**config.mk**
```make
export PLATFORM = sky130hd
export DESIGN_NAME = alu_seg7_scan_flat
export DESIGN_NICKNAME = d
export VERILOG_FILES = /design/src/rtl/alu_seg7_scan_pkg.sv /design/src/rtl/alu_seg7_scan_if.sv /design/src/rtl/alu_seg7_scan_hex_to_seg7.sv /design/src/rtl/alu_seg7_scan.sv /design/src/flat_wrapper.sv
export SDC_FILE = /design/constraint.sdc
export NUM_CORES = 1
export LEC_CHECK = 0
export CAP_MARGIN = 20
export CORE_MARGIN = 2
export CORE_UTILIZATION = 40
export CTS_BUF_LIST = sky130_fd_sc_hd__clkbuf_2
export DETAILED_ROUTE_END_ITERATION = 6
export PLACE_DENSITY = 0.66
export SYNTH_ARGS = -nofsm -noshare
export SYNTH_HDL_FRONTEND = slang
export SYNTH_SLANG_ARGS = --single-unit
```
**constraint.sdc**
```tcl
create_clock -name clk -period 2.3 [get_ports clk]
set_clock_uncertainty 0.2 [all_clocks]
set_input_delay 0.46 -clock clk [delete_from_list [all_inputs] [get_ports clk]]
set_output_delay 0.46 -clock clk [all_outputs]
set_load 0.03 [all_outputs]
```
**src/rtl/alu_seg7_scan_pkg.sv**
```systemverilog
// alu_seg7_pkg: opcodes, blank pattern and hex-to-segment table for alu_seg7_scan
package alu_seg7_pkg;
  localparam logic [1:0] OP_ADD = 2'b00;
  localparam logic [1:0] OP_SUB = 2'b01;
  localparam logic [1:0] OP_AND = 2'b10;
  localparam logic [1:0] OP_OR  = 2'b11;
  localparam logic [6:0] SEG_BLANK = 7'b0000000;
  localparam logic [6:0] SEG_LUT [16] = '{
    7'h7E, 7'h30, 7'h6D, 7'h79, 7'h33, 7'h5B, 7'h5F, 7'h70,
    7'h7F, 7'h7B, 7'h77, 7'h1F, 7'h4E, 7'h3D, 7'h4F, 7'h47
  };
  function automatic logic [6:0] hex_to_seg(input logic [3:0] n);
    return SEG_LUT[n];
  endfunction
endpackage

```
**src/rtl/alu_seg7_scan_if.sv**
```systemverilog
// alu_seg7_scan_if: operand/control inputs and display/flag outputs of alu_seg7_scan
interface alu_seg7_scan_if #(parameter int WIDTH = 8);
  localparam int NUM_DIGITS = WIDTH / 4;
  logic [WIDTH-1:0]      A;
  logic [WIDTH-1:0]      B;
  logic [1:0]            opcode;
  logic                  load;
  logic                  en;
  logic [6:0]            seg;
  logic [NUM_DIGITS-1:0] dig_en;
  logic                  carry;
  logic                  result_valid;
  modport master (output A, B, opcode, load, en, input seg, dig_en, carry, result_valid);
  modport slave (input A, B, opcode, load, en, output seg, dig_en, carry, result_valid);
endinterface

```
**src/rtl/alu_seg7_scan_hex_to_seg7.sv**
```systemverilog
// hex_to_seg7: combinational nibble-to-segment decoder
module hex_to_seg7
  import alu_seg7_pkg::*;
(
  input  logic [3:0] nib_i,
  output logic [6:0] seg_o
);
  assign seg_o = hex_to_seg(nib_i);
endmodule

```
**src/rtl/alu_seg7_scan.sv**
```systemverilog
// alu_seg7_scan: ALU with registered result scanned as hex digits; LEADING_ZERO_BLANK_EN blanks leading zero digits
module alu_seg7_scan
  import alu_seg7_pkg::*;
#(
  parameter int WIDTH       = 8,
  parameter int REFRESH_DIV = 1000
) (
  input logic           clk,
  input logic           rst,
  alu_seg7_scan_if.slave bus
);
  localparam int NUM_DIGITS = WIDTH / 4;
  localparam int PW = $clog2(REFRESH_DIV);
  localparam int IW = NUM_DIGITS > 1 ? $clog2(NUM_DIGITS) : 1;
  logic [WIDTH:0]        sum;
  logic [WIDTH-1:0]      result_d, result_q;
  logic                  carry_d, carry_q, valid_q;
  logic                  psc_wrap;
  logic [PW-1:0]         psc_d, psc_q;
  logic [IW-1:0]         idx_d, idx_q;
  logic [3:0]            nib;
  logic [6:0]            hex, seg_d, seg_q;
  logic [NUM_DIGITS-1:0] dig_en_d, dig_en_q;
  logic                  blank;
  // ALU result and carry/no-borrow flag for the current operands
  always_comb begin
    sum      = {1'b0, bus.A} + {1'b0, bus.B};
    result_d = bus.opcode == OP_ADD ? sum[WIDTH-1:0] :
               bus.opcode == OP_SUB ? bus.A - bus.B :
               bus.opcode == OP_AND ? bus.A & bus.B : bus.A | bus.B;
    carry_d  = bus.opcode == OP_ADD ? sum[WIDTH] :
               bus.opcode == OP_SUB ? bus.A >= bus.B : 1'b0;
  end
  // free-running prescaler advances the digit index once per refresh period
  always_comb begin
    psc_wrap = psc_q == PW'(REFRESH_DIV - 1);
    psc_d    = psc_wrap ? '0 : psc_q + 1'b1;
    idx_d    = !psc_wrap ? idx_q : idx_q == IW'(NUM_DIGITS - 1) ? '0 : idx_q + 1'b1;
  end
  assign nib = result_q[{idx_q, 2'b00} +: 4];
  hex_to_seg7 u_dec (.nib_i(nib), .seg_o(hex));
`ifdef LEADING_ZERO_BLANK_EN
  logic [IW-1:0] msd;
  // digits above the highest non-zero nibble are blanked; digit 0 always shows
  always_comb begin
    msd = '0;
    for (int i = 1; i < NUM_DIGITS; i++) msd = result_q[4*i +: 4] != 4'h0 ? IW'(i) : msd;
    blank = idx_q > msd;
  end
`else
  assign blank = 1'b0;
`endif
  // output stage inputs: en gates both segments and digit enables
  always_comb begin
    seg_d    = bus.en && !blank ? hex : SEG_BLANK;
    dig_en_d = bus.en ? NUM_DIGITS'(1) << idx_q : '0;
  end
  // result capture, scan counters and registered display outputs
  always_ff @(posedge clk or posedge rst) begin
    if (rst) begin
      result_q <= '0;
      carry_q  <= 1'b0;
      valid_q  <= 1'b0;
      psc_q    <= '0;
      idx_q    <= '0;
      seg_q    <= SEG_BLANK;
      dig_en_q <= '0;
    end else begin
      if (bus.load) begin
        result_q <= result_d;
        carry_q  <= carry_d;
        valid_q  <= 1'b1;
      end
      psc_q    <= psc_d;
      idx_q    <= idx_d;
      seg_q    <= seg_d;
      dig_en_q <= dig_en_d;
    end
  end
  assign bus.seg          = seg_q;
  assign bus.dig_en       = dig_en_q;
  assign bus.carry        = carry_q;
  assign bus.result_valid = valid_q;
endmodule

```
**src/flat_wrapper.sv**
```systemverilog
// flat-port wrapper written by rule: the top's interface ports become plain ports
module alu_seg7_scan_flat import alu_seg7_pkg::*;
#(
  parameter int WIDTH       = 8,
  parameter int REFRESH_DIV = 1000
)
  (clk, rst, bus_A, bus_B, bus_opcode, bus_load, bus_en, bus_seg, bus_dig_en, bus_carry, bus_result_valid);
  alu_seg7_scan_if #(.WIDTH(WIDTH)) bus_i ();
  input logic clk;
  input logic rst;
  input wire logic [$bits(bus_i.A)-1:0] bus_A;
  input wire logic [$bits(bus_i.B)-1:0] bus_B;
  input wire logic [$bits(bus_i.opcode)-1:0] bus_opcode;
  input wire logic [$bits(bus_i.load)-1:0] bus_load;
  input wire logic [$bits(bus_i.en)-1:0] bus_en;
  output wire logic [$bits(bus_i.seg)-1:0] bus_seg;
  output wire logic [$bits(bus_i.dig_en)-1:0] bus_dig_en;
  output wire logic [$bits(bus_i.carry)-1:0] bus_carry;
  output wire logic [$bits(bus_i.result_valid)-1:0] bus_result_valid;
  assign bus_i.A = bus_A;
  assign bus_i.B = bus_B;
  assign bus_i.opcode = bus_opcode;
  assign bus_i.load = bus_load;
  assign bus_i.en = bus_en;
  assign bus_seg = bus_i.seg;
  assign bus_dig_en = bus_i.dig_en;
  assign bus_carry = bus_i.carry;
  assign bus_result_valid = bus_i.result_valid;
  alu_seg7_scan #(.WIDTH(WIDTH), .REFRESH_DIV(REFRESH_DIV)) u_core (.clk(clk), .rst(rst), .bus(bus_i));
endmodule
```
Word level (Yosys, flattened, before mapping)
Memory sizes are Yosys's and may differ from the RTL's.
Cells that the tools add are included.
{"block": "op_classes", "shifts": 2, "eq_ne": 3, "reduce_logical": 1, "order_cmp": 2, "bitwise": 3, "n_addsub": 4, "mux": 11}
{"op": "8-bit 2-to-1 mux", "count": 3}
{"op": "7-bit 2-to-1 mux", "count": 3}
{"op": "10-bit by 1-bit adder with 10-bit output, second input constant", "count": 1}
{"op": "10-bit equality test, second input constant", "count": 1}
{"op": "10-bit 2-to-1 mux", "count": 1}
{"op": "8-bit by 8-bit adder with 9-bit output", "count": 1}
{"op": "8-bit AND", "count": 1}
{"op": "8-bit >= comparator", "count": 1}
{"op": "8-bit OR", "count": 1}
{"op": "8-bit by 4-bit indexed part select with 4-bit output", "count": 1}
{"op": "8-bit subtractor", "count": 1}
{"op": "5-bit >= comparator, second input constant", "count": 1}
{"op": "4-bit NOT with 5-bit output", "count": 1}
{"op": "1-bit 2-to-1 mux", "count": 3}
{"op": "2-bit by 1-bit equality test with 1-bit output, second input constant", "count": 1}
{"op": "2-bit equality test, second input constant", "count": 1}
{"op": "2-bit logical NOT", "count": 1}
{"op": "2-bit 2-to-1 mux", "count": 1}
{"op": "1-bit by 1-bit << shifter with 2-bit output, first input constant", "count": 1}
{"op": "1-bit adder, second input constant", "count": 1}
{"block": "word_totals", "mem_count": 1, "out_inout_bits": 11, "register_bits": 30, "romBits": 112, "in_bits": 22}
{"name": "(no name shown)", "words": 16, "width": 7, "rd": 1, "rd_clocked_by_memory_dff": 0, "write_ports": 0, "line": "alu_seg7_scan_pkg.sv:13", "rtl": "return SEG_LUT[n];"}

Longest topological paths before layout
Gate-level depths: netlist of run 1.
{"block": "depth", "ltp_word": 6, "depth_mapped": 10, "mapped_depth_nobuf": 10}

Modules after synthesis
From an unflattened synthesis of run 1, not the netlist that was laid out.
{"block": "hier_totals", "hier_cells": 277, "hier_area_um2": 2532.4}
{"mod": "alu_seg7_scan", "area_each_um2": 2242.2, "cells_each": 244, "seq_area_each_um2": 750.7, "instances": 1}
{"mod": "hex_to_seg7", "area_each_um2": 290.3, "cells_each": 33, "seq_area_each_um2": 0.0, "instances": 1}

Least setup slack after synthesis of run 1
Ideal clock, no wire load.
{"block": "synth_timing", "kind": "input-to-reg", "start": "input bus_B[3]", "end": "register u_core.result_q[6]", "cell_stages": 8, "setup_slack_ns": -0.125, "arrival_ns": 2.103, "n_path_buf": 1, "cell_sequence": "inv_1 ha_1 buf_6 or3b_1 a311oi_2 nor3_1 a2111o_1 o221a_2"}
{"block": "synth_via", "elab_chain_cells": 3}
{"element": "start, declared", "line": "flat_wrapper.sv:12", "rtl": "input wire logic [$bits(bus_i.B)-1:0] bus_B;"}
{"element": "8-bit subtractor", "line": "alu_seg7_scan.sv:29", "rtl": "bus.opcode == OP_SUB ? bus.A - bus.B :"}
{"element": "8-bit 2-to-1 mux", "line": "alu_seg7_scan.sv:29"}
{"element": "8-bit 2-to-1 mux (*)", "line": "alu_seg7_scan.sv:28", "rtl": "result_d = bus.opcode == OP_ADD ? sum[WIDTH-1:0] :"}
{"element": "end signal, assigned", "line": "alu_seg7_scan.sv:70", "rtl": "result_q <= result_d;"}
{"element": "end, declared", "line": "alu_seg7_scan.sv:16", "rtl": "logic [WIDTH-1:0] result_d, result_q;"}
Every way passes the cells marked *; elsewhere a longest branch is shown, timed or not.
A chain may end at the register's enable or synchronous reset.

Final worst setup path of run 1
{"block": "layout_timing", "start": "input bus_A[2]", "end": "register u_core.result_q[5]"}
{"block": "layout_via", "elab_chain_cells": 3}
{"element": "start, declared", "line": "flat_wrapper.sv:11", "rtl": "input wire logic [$bits(bus_i.A)-1:0] bus_A;"}
{"element": "8-bit subtractor", "line": "alu_seg7_scan.sv:29"}
{"element": "8-bit 2-to-1 mux", "line": "alu_seg7_scan.sv:29"}
{"element": "8-bit 2-to-1 mux (*)", "line": "alu_seg7_scan.sv:28"}
Marked as above.

==> results_dict.tcl, run 1 <==
set metrics [dict create \
    hold_buffers 0 \
    sequential_cell_area_um2 750.7 \
    routedWlPerCell_um 11.94 \
    result_of_the_run "completed" \
    crit_required_ps 2420 \
    number_of_fillers_in_the_final_layout 572 \
    fmax_mhz 446.4 \
    synth.top_cells.by_count "sky130_fd_sc_hd__ha_1 (31), sky130_fd_sc_hd__dfrtp_1 (30), sky130_fd_sc_hd__nor2_1 (30), sky130_fd_sc_hd__inv_1 (29), sky130_fd_sc_hd__a21oi_1 (21)" \
    finish.net_count 416 \
    clock_sinks 30 \
    power.switching_fraction_pct 35.84 \
    switchingPower_w 0.0005322 \
    power_frac_comb_pct 42.4 \
    critical_path.endpoint_type "register" \
    dieArea_um2 6773 \
    detail_route.iter0.violations 37 \
    dominant_register_cell_in_the_synthesized_netlist "sky130_fd_sc_hd__dfrtp_1" \
    routabilityCongestion 0.8435 \
    vias_per_cell 5.018 \
    design.portCount 33 \
    io_buffer_count 32 \
    synthToLayoutAreaGrowth_pct 37.55 \
    syn-cell-area_um2 2452 \
    floorplan.core_area_um2 5921 \
    route.final.wire_length_um 5217 \
    synth_sequential_area_ratio_pct 30.61 \
    tightestPinTransition_ps 377.8 \
    grt_start_max_net_pins 31 \
    layout-drive-gt1-share_pct 26.24 \
    synthDominantCellAreaShare_pct 30.61 \
    post-dp-hpwl_um 4139 \
    finalNonFillerCells 437 \
    min_period_ps 2240 \
    start_util_pct 41.42 \
    placedCellCount 425 \
    synth_area_leaders "sky130_fd_sc_hd__dfrtp_1 (31%), sky130_fd_sc_hd__ha_1 (16%), sky130_fd_sc_hd__nor2_1 (4.6%), sky130_fd_sc_hd__inv_1 (4.4%), sky130_fd_sc_hd__a21oi_1 (4.3%)" \
    cts.reportedPaths.clkPinSlew_ps 170 \
    clock_power_share_pct 17.4 \
    tritoncts "done" \
    min_period_over_period_pct 97.40 \
    crit_type "in2reg" \
    die_y_um 82.30 \
    multiInputGateArea_um2 1628 \
    synth-edff-count 0 \
    insertedDiodeCount 0 \
    p_leak_nw 1.583 \
    std_cell_rows 28 \
    syn_nets 336 \
    global_route.usage.total_pct 17.03 \
    cts-buffers-inserted 5 \
    synth_top_cell_by_area "sky130_fd_sc_hd__dfrtp_1" \
    setup_viol 0 \
    ys_async_sr_fraction_pct 100.0 \
    cell_internal_pwr_w 0.0009527 \
    syn_area_per_cell_um2 8.727 \
    yosys.cell_count.top_type "sky130_fd_sc_hd__ha_1" \
    postRouteAntennaNets 0 \
    worstPathMaxFanout 7 \
    finalSetupTns_ps 0 \
    residual_drc_count 0 \
    hold_path_class "in2async" \
    finalHoldViolations 0 \
    clk_path_buf_depth 2 \
    grt_first_pass_wirelength_um 9094 \
    detail_route.first_pass.iterations 4 \
    worst_skew_pair.late_latency_ps 360 \
    synthesis.yosys.warnings 0 \
    ir_worst_vdd_uv 326.3 \
    initial_antenna_violation_count 0 \
    detailroute.via_count 2193 \
    report.final.slew_viol_count 0 \
    power_density_nw_per_um2 440.2 \
    floorplan.die.width_um 82.30 \
    critical_path_arrival_ps 2360 \
    netlist-cell-type-count 52 \
    max-cap-violations 0 \
    gate_count_of_the_mapped_netlist 281 \
    grt-ovfl-total 0 \
    p_seq_share_pct 40.1 \
    htreeDepth 2 \
    slew-limit-headroom_pct 74.10 \
    crit_path_start_kind "input pin" \
    via_count_of_the_first_global_routing_pass 2103 \
    number_of_synthesized_register_bits 30 \
    clk_root_buffer_cell "sky130_fd_sc_hd__clkbuf_2" \
]
-- final timing paths --
| path | from | slack (ps) | end | depth (start not counted) |
|---|---|---|---|---|
| setup / recovery | bus_A[2] | 60 | u_core.result_q[5] | 10 |
| hold / removal | rst | 250 | u_core.psc_q[8] | 3 |
| setup reg to reg | u_core.psc_q[0] | 380 | u_core.psc_q[9] | 7 |
| hold reg to reg | u_core.psc_q[0] | 270 | u_core.psc_q[0] | 1 |
| max in group asynchronous | rst | 1380 | u_core.bus.seg[5] | 3 |
| min in group clk | u_core.psc_q[0] | 270 | u_core.psc_q[0] | 1 |
-- worst max-delay path: stages --
cell and delay, ps:
sky130_fd_sc_hd__clkdlybuf4s15_1 340, sky130_fd_sc_hd__inv_12 30, sky130_fd_sc_hd__ha_4 240, sky130_fd_sc_hd__buf_4 170
sky130_fd_sc_hd__or2b_1 210, sky130_fd_sc_hd__o311ai_2 150, sky130_fd_sc_hd__a32oi_1 220, sky130_fd_sc_hd__o21ai_1 100
sky130_fd_sc_hd__or3_1 360, sky130_fd_sc_hd__nand3_1 80
-- routing by layer --
layer  track usage (%)  up-vias  part of all wire (%)
li1                  -     1131                     -
met1             20.04     1014                    44
met2             30.81       40                    51
met3             3.043        8                   3.2
met4             6.000        0                   1.5
met5                 0        -                     0
-- power by group through the flow --
stage	Sequential [W]	Combinational, W	Clock (W)
CTS	0.000598	0.000619	0.000270
finish	0.000596	0.000630	0.000259
global placement	0.000606	0.000592	0
global route	0.000603	0.000704	0.000300
detailed placement	0.000608	0.000604	0
floorplan	0.000652	0.000319	0
-- per-stage QoR --
stage	total power [W]	hold slack [ps]	area, um2	setup slack [ps]	util (%)
2_1_floorplan	0.0009707	232.9	2526	-47.63	-
4_1_cts	0.001487	250.2	3318	4.201	56.04
5_1_grt	0.001608	261.6	3373	-3.514	56.97
3_5_place_dp	0.001212	256.2	3241	-781.1	54.73
6_report	0.001485	250.5	3373	59.82	56.97
3_3_place_gp	0.001199	246.3	3241	-754.0	54.73
-- sequential cells by signal, summed over array words and instances, names as in the netlist --
register and cells:
u_core.bus.seg 7, u_core.bus.carry 1, u_core.result_q 8, u_core.idx_q 1, u_core.bus.result_valid 1, u_core.psc_q 10, u_core.bus.dig_en 2
-- cell usage in the layout (no fill, tap or decap), types with 4 or more instances in the layout --
cell | synthesis | routed
sky130_fd_sc_hd__xor2_1 | 7 | 7
sky130_fd_sc_hd__buf_4 | 0 | 53
sky130_fd_sc_hd__ha_1 | 31 | 26
sky130_fd_sc_hd__dfrtp_1 | 30 | 30
sky130_fd_sc_hd__ha_4 | 0 | 4
sky130_fd_sc_hd__nor2_1 | 30 | 28
sky130_fd_sc_hd__nor2b_1 | 7 | 7
sky130_fd_sc_hd__mux2i_1 | 10 | 10
sky130_fd_sc_hd__xnor2_1 | 4 | 4
sky130_fd_sc_hd__o21ai_0 | 13 | 10
sky130_fd_sc_hd__nand3_1 | 9 | 9
sky130_fd_sc_hd__clkbuf_2 | 0 | 7
sky130_fd_sc_hd__clkdlybuf4s50_1 | 0 | 23
sky130_fd_sc_hd__inv_2 | 0 | 5
sky130_fd_sc_hd__inv_1 | 29 | 21
sky130_fd_sc_hd__nand2_1 | 19 | 19
sky130_fd_sc_hd__a21oi_1 | 21 | 21
-- layout make-up --
class                      count  share of cell area (%)
clock buffer                   5                  0.7418
clock inverter                 3                  0.4822
inverter                      29                   4.043
multi-input combinational    209                   48.26
sequential                    30                   22.26
tap                           75                   2.782
timing repair buffer          86                   21.44
-- kinds of logic (layout without fill, tap and decap cells) --
group	Yosys count	count (layout)	share of synthesized area, %
xor+xnor	11	11	3.928
mux	13	13	5.918
fa+ha+maj	33	33	17.45
simple gates	87	87	17.30
buf+inv	42	123	7.244
flops	30	30	30.61
compound gates	65	65	17.55
-- timing repair --
action	in CTS	in global routing
pin swaps	5	7
gates resized for setup	15	17
endpoints found under the setup margin	5	4
buffers inserted	2	2
Power figures use the tool's default switching activity.
==> run 2, diff against run 1 <==
Settings changed: CORE_UTILIZATION 40 to 36, PLACE_DENSITY 0.66 to 0.6.
==> run 2 against run 1 <==
  * Worst setup slack got worse by 17 ps
  * Sequential power is essentially flat
  * Register-to-register slack worse by 20 ps
  * Non-clock buffer count shrank 3
  * Sequential share of layout area fell by 0.19 points
  * Clock power up 38%
  * Via count down 4.1%
  * First-iteration DRC count rose by 57%
  * Critical path type unchanged
==> results_dict.tcl, run 2 (same netlist as run 1, synthesis figures left out) <==
set metrics [dict create \
    crit_path_start_kind "input pin" \
    initial_antenna_violation_count 0 \
    largest-register "u_core.psc_q" \
    routedWlPerCell_um 11.10 \
    clk_root_buffer_cell "sky130_fd_sc_hd__clkbuf_2" \
    grt_setup_unrepaired "no" \
    worst_skew_pair.late_latency_ps 360 \
    hold_path_class "in2async" \
    critical_path_arrival_ps 2370 \
    detail_route.first_pass.iterations 4 \
    tritoncts "done" \
    synthToLayoutAreaGrowth_pct 38.72 \
    grt-ovfl-total 0 \
    io_buffer_count 32 \
    finish.net_count 413 \
    post-dp-hpwl_um 3915 \
    insertedDiodeCount 0 \
    hold_buffers 0 \
    global_route.usage.total_pct 13.62 \
    grt_first_pass_wirelength_um 8266 \
    worstPathMaxFanout 3 \
    whs_ps 243.2 \
    power_density_nw_per_um2 465.9 \
    floorplan.core_area_um2 6681 \
    r2r_start "u_core.idx_q" \
    worstSetupStartpoint "bus_B[0]" \
    clk_path_buf_depth 2 \
    cts-buffers-inserted 5 \
    finalHoldViolations 0 \
    route.final.wire_length_um 4874 \
    critical_path.endpoint_type "register" \
    tightestPinTransition_ps 373.6 \
    setup_viol 0 \
    crit_type "in2reg" \
    residual_drc_count 0 \
    floorplan.die.width_um 86.54 \
    postRouteAntennaNets 0 \
    report.final.slew_viol_count 0 \
    die_y_um 86.54 \
    min_period_ps 2257 \
    fmax_mhz 443.0 \
    p_leak_nw 1.590 \
    start_util_pct 36.70 \
    finalSetupTns_ps 0 \
    clock_sinks 30 \
    stdcell_area_um2 3402 \
    min_period_over_period_pct 98.14 \
    vias_per_cell 4.790 \
    detail_route.iter0.violations 58 \
    routabilityCongestion 0.8238 \
    layout-drive-gt1-share_pct 25.35 \
    number_of_fillers_in_the_final_layout 661 \
    slew-limit-headroom_pct 74.38 \
    result_of_the_run "completed" \
    final_cell_mix "sky130_fd_sc_hd__buf_4 (49), sky130_fd_sc_hd__dfrtp_1 (30), sky130_fd_sc_hd__nor2_1 (29)" \
    largest_reg_flops 10 \
    dieArea_um2 7488 \
    max-cap-violations 0 \
    layout_commonest_cell "sky130_fd_sc_hd__buf_4" \
    design.portCount 33 \
    ir_worst_vdd_uv 174.5 \
    place_area_um2 3237 \
    htreeDepth 2 \
    crit_required_ps 2410 \
    grt_start_max_net_pins 31 \
    detailroute.via_count 2103 \
    via_count_of_the_first_global_routing_pass 1922 \
    std_cell_rows 30 \
    cts.reportedPaths.clkPinSlew_ps 160 \
]
## run 2: worst paths after layout
path	to	slack, ps	cells after the start
worst min-delay path	u_core.idx_q	240	3
worst min register to register	u_core.psc_q[0]	280	1
worst max-delay path	u_core.bus.carry	40	10
worst max register to register	u_core.bus.seg[3]	360	6
min in group clk	u_core.psc_q[0]	280	1
max in group asynchronous	u_core.result_q[1]	1380	3
## run 2: per-layer routing
metal | vias up | GRT usage (%) | routed length, um
met2 | 35 | 24.34 | 2379
met3 | 7 | 2.571 | 156
met1 | 936 | 16.48 | 2276
met5 | - | 0 | 0
li1 | 1125 | - | -
met4 | 0 | 4.261 | 62
## run 2: area by class of cell
class | instances | area (um2) | share of cell area (%)
multi-input combinational | 209 | 1635 | 48.07
sequential | 30 | 750.7 | 22.07
timing repair buffer | 83 | 714.4 | 21.00
inverter | 29 | 136.4 | 4.009
tap | 80 | 100.1 | 2.942
clock inverter | 3 | 40.04 | 1.177
clock buffer | 5 | 25.02 | 0.7356
## run 2: through the flow
stage               utilization (%)  instances  worst slack (ps)  power (W)
floorplan                         -        281            -47.63  0.0009707
global placement              48.45        427            -754.9   0.001200
detailed placement            48.45        427            -790.6   0.001207
CTS                           50.17        437            0.7319   0.001589
global route                  50.92        439             2.151   0.001699
finish                        50.92        439             42.87   0.001585
## run 2: repair_timing
action                                  4_1_cts  5_1_grt
pin swaps                                     6        8
gates resized for setup                      18       11
endpoints found under the setup margin        5        5
setup buffers                                 2        2
## run 2: worst max-delay path, cell delays in order
cell and delay, ps:
sky130_fd_sc_hd__clkdlybuf4s15_1 230, sky130_fd_sc_hd__ha_4 190, sky130_fd_sc_hd__inv_2 50, sky130_fd_sc_hd__fa_2 190
sky130_fd_sc_hd__or3b_4 380, sky130_fd_sc_hd__a311oi_2 310, sky130_fd_sc_hd__nor2_1 100, sky130_fd_sc_hd__a21oi_1 200
sky130_fd_sc_hd__o21ai_1 100, sky130_fd_sc_hd__a21oi_1 140
## run 2: where the power goes
part / switching [W] / internal [W]
logic: 0.000322 / 0.000311
registers: 0.0000212 / 0.000574
clock network: 0.000177 / 0.000181
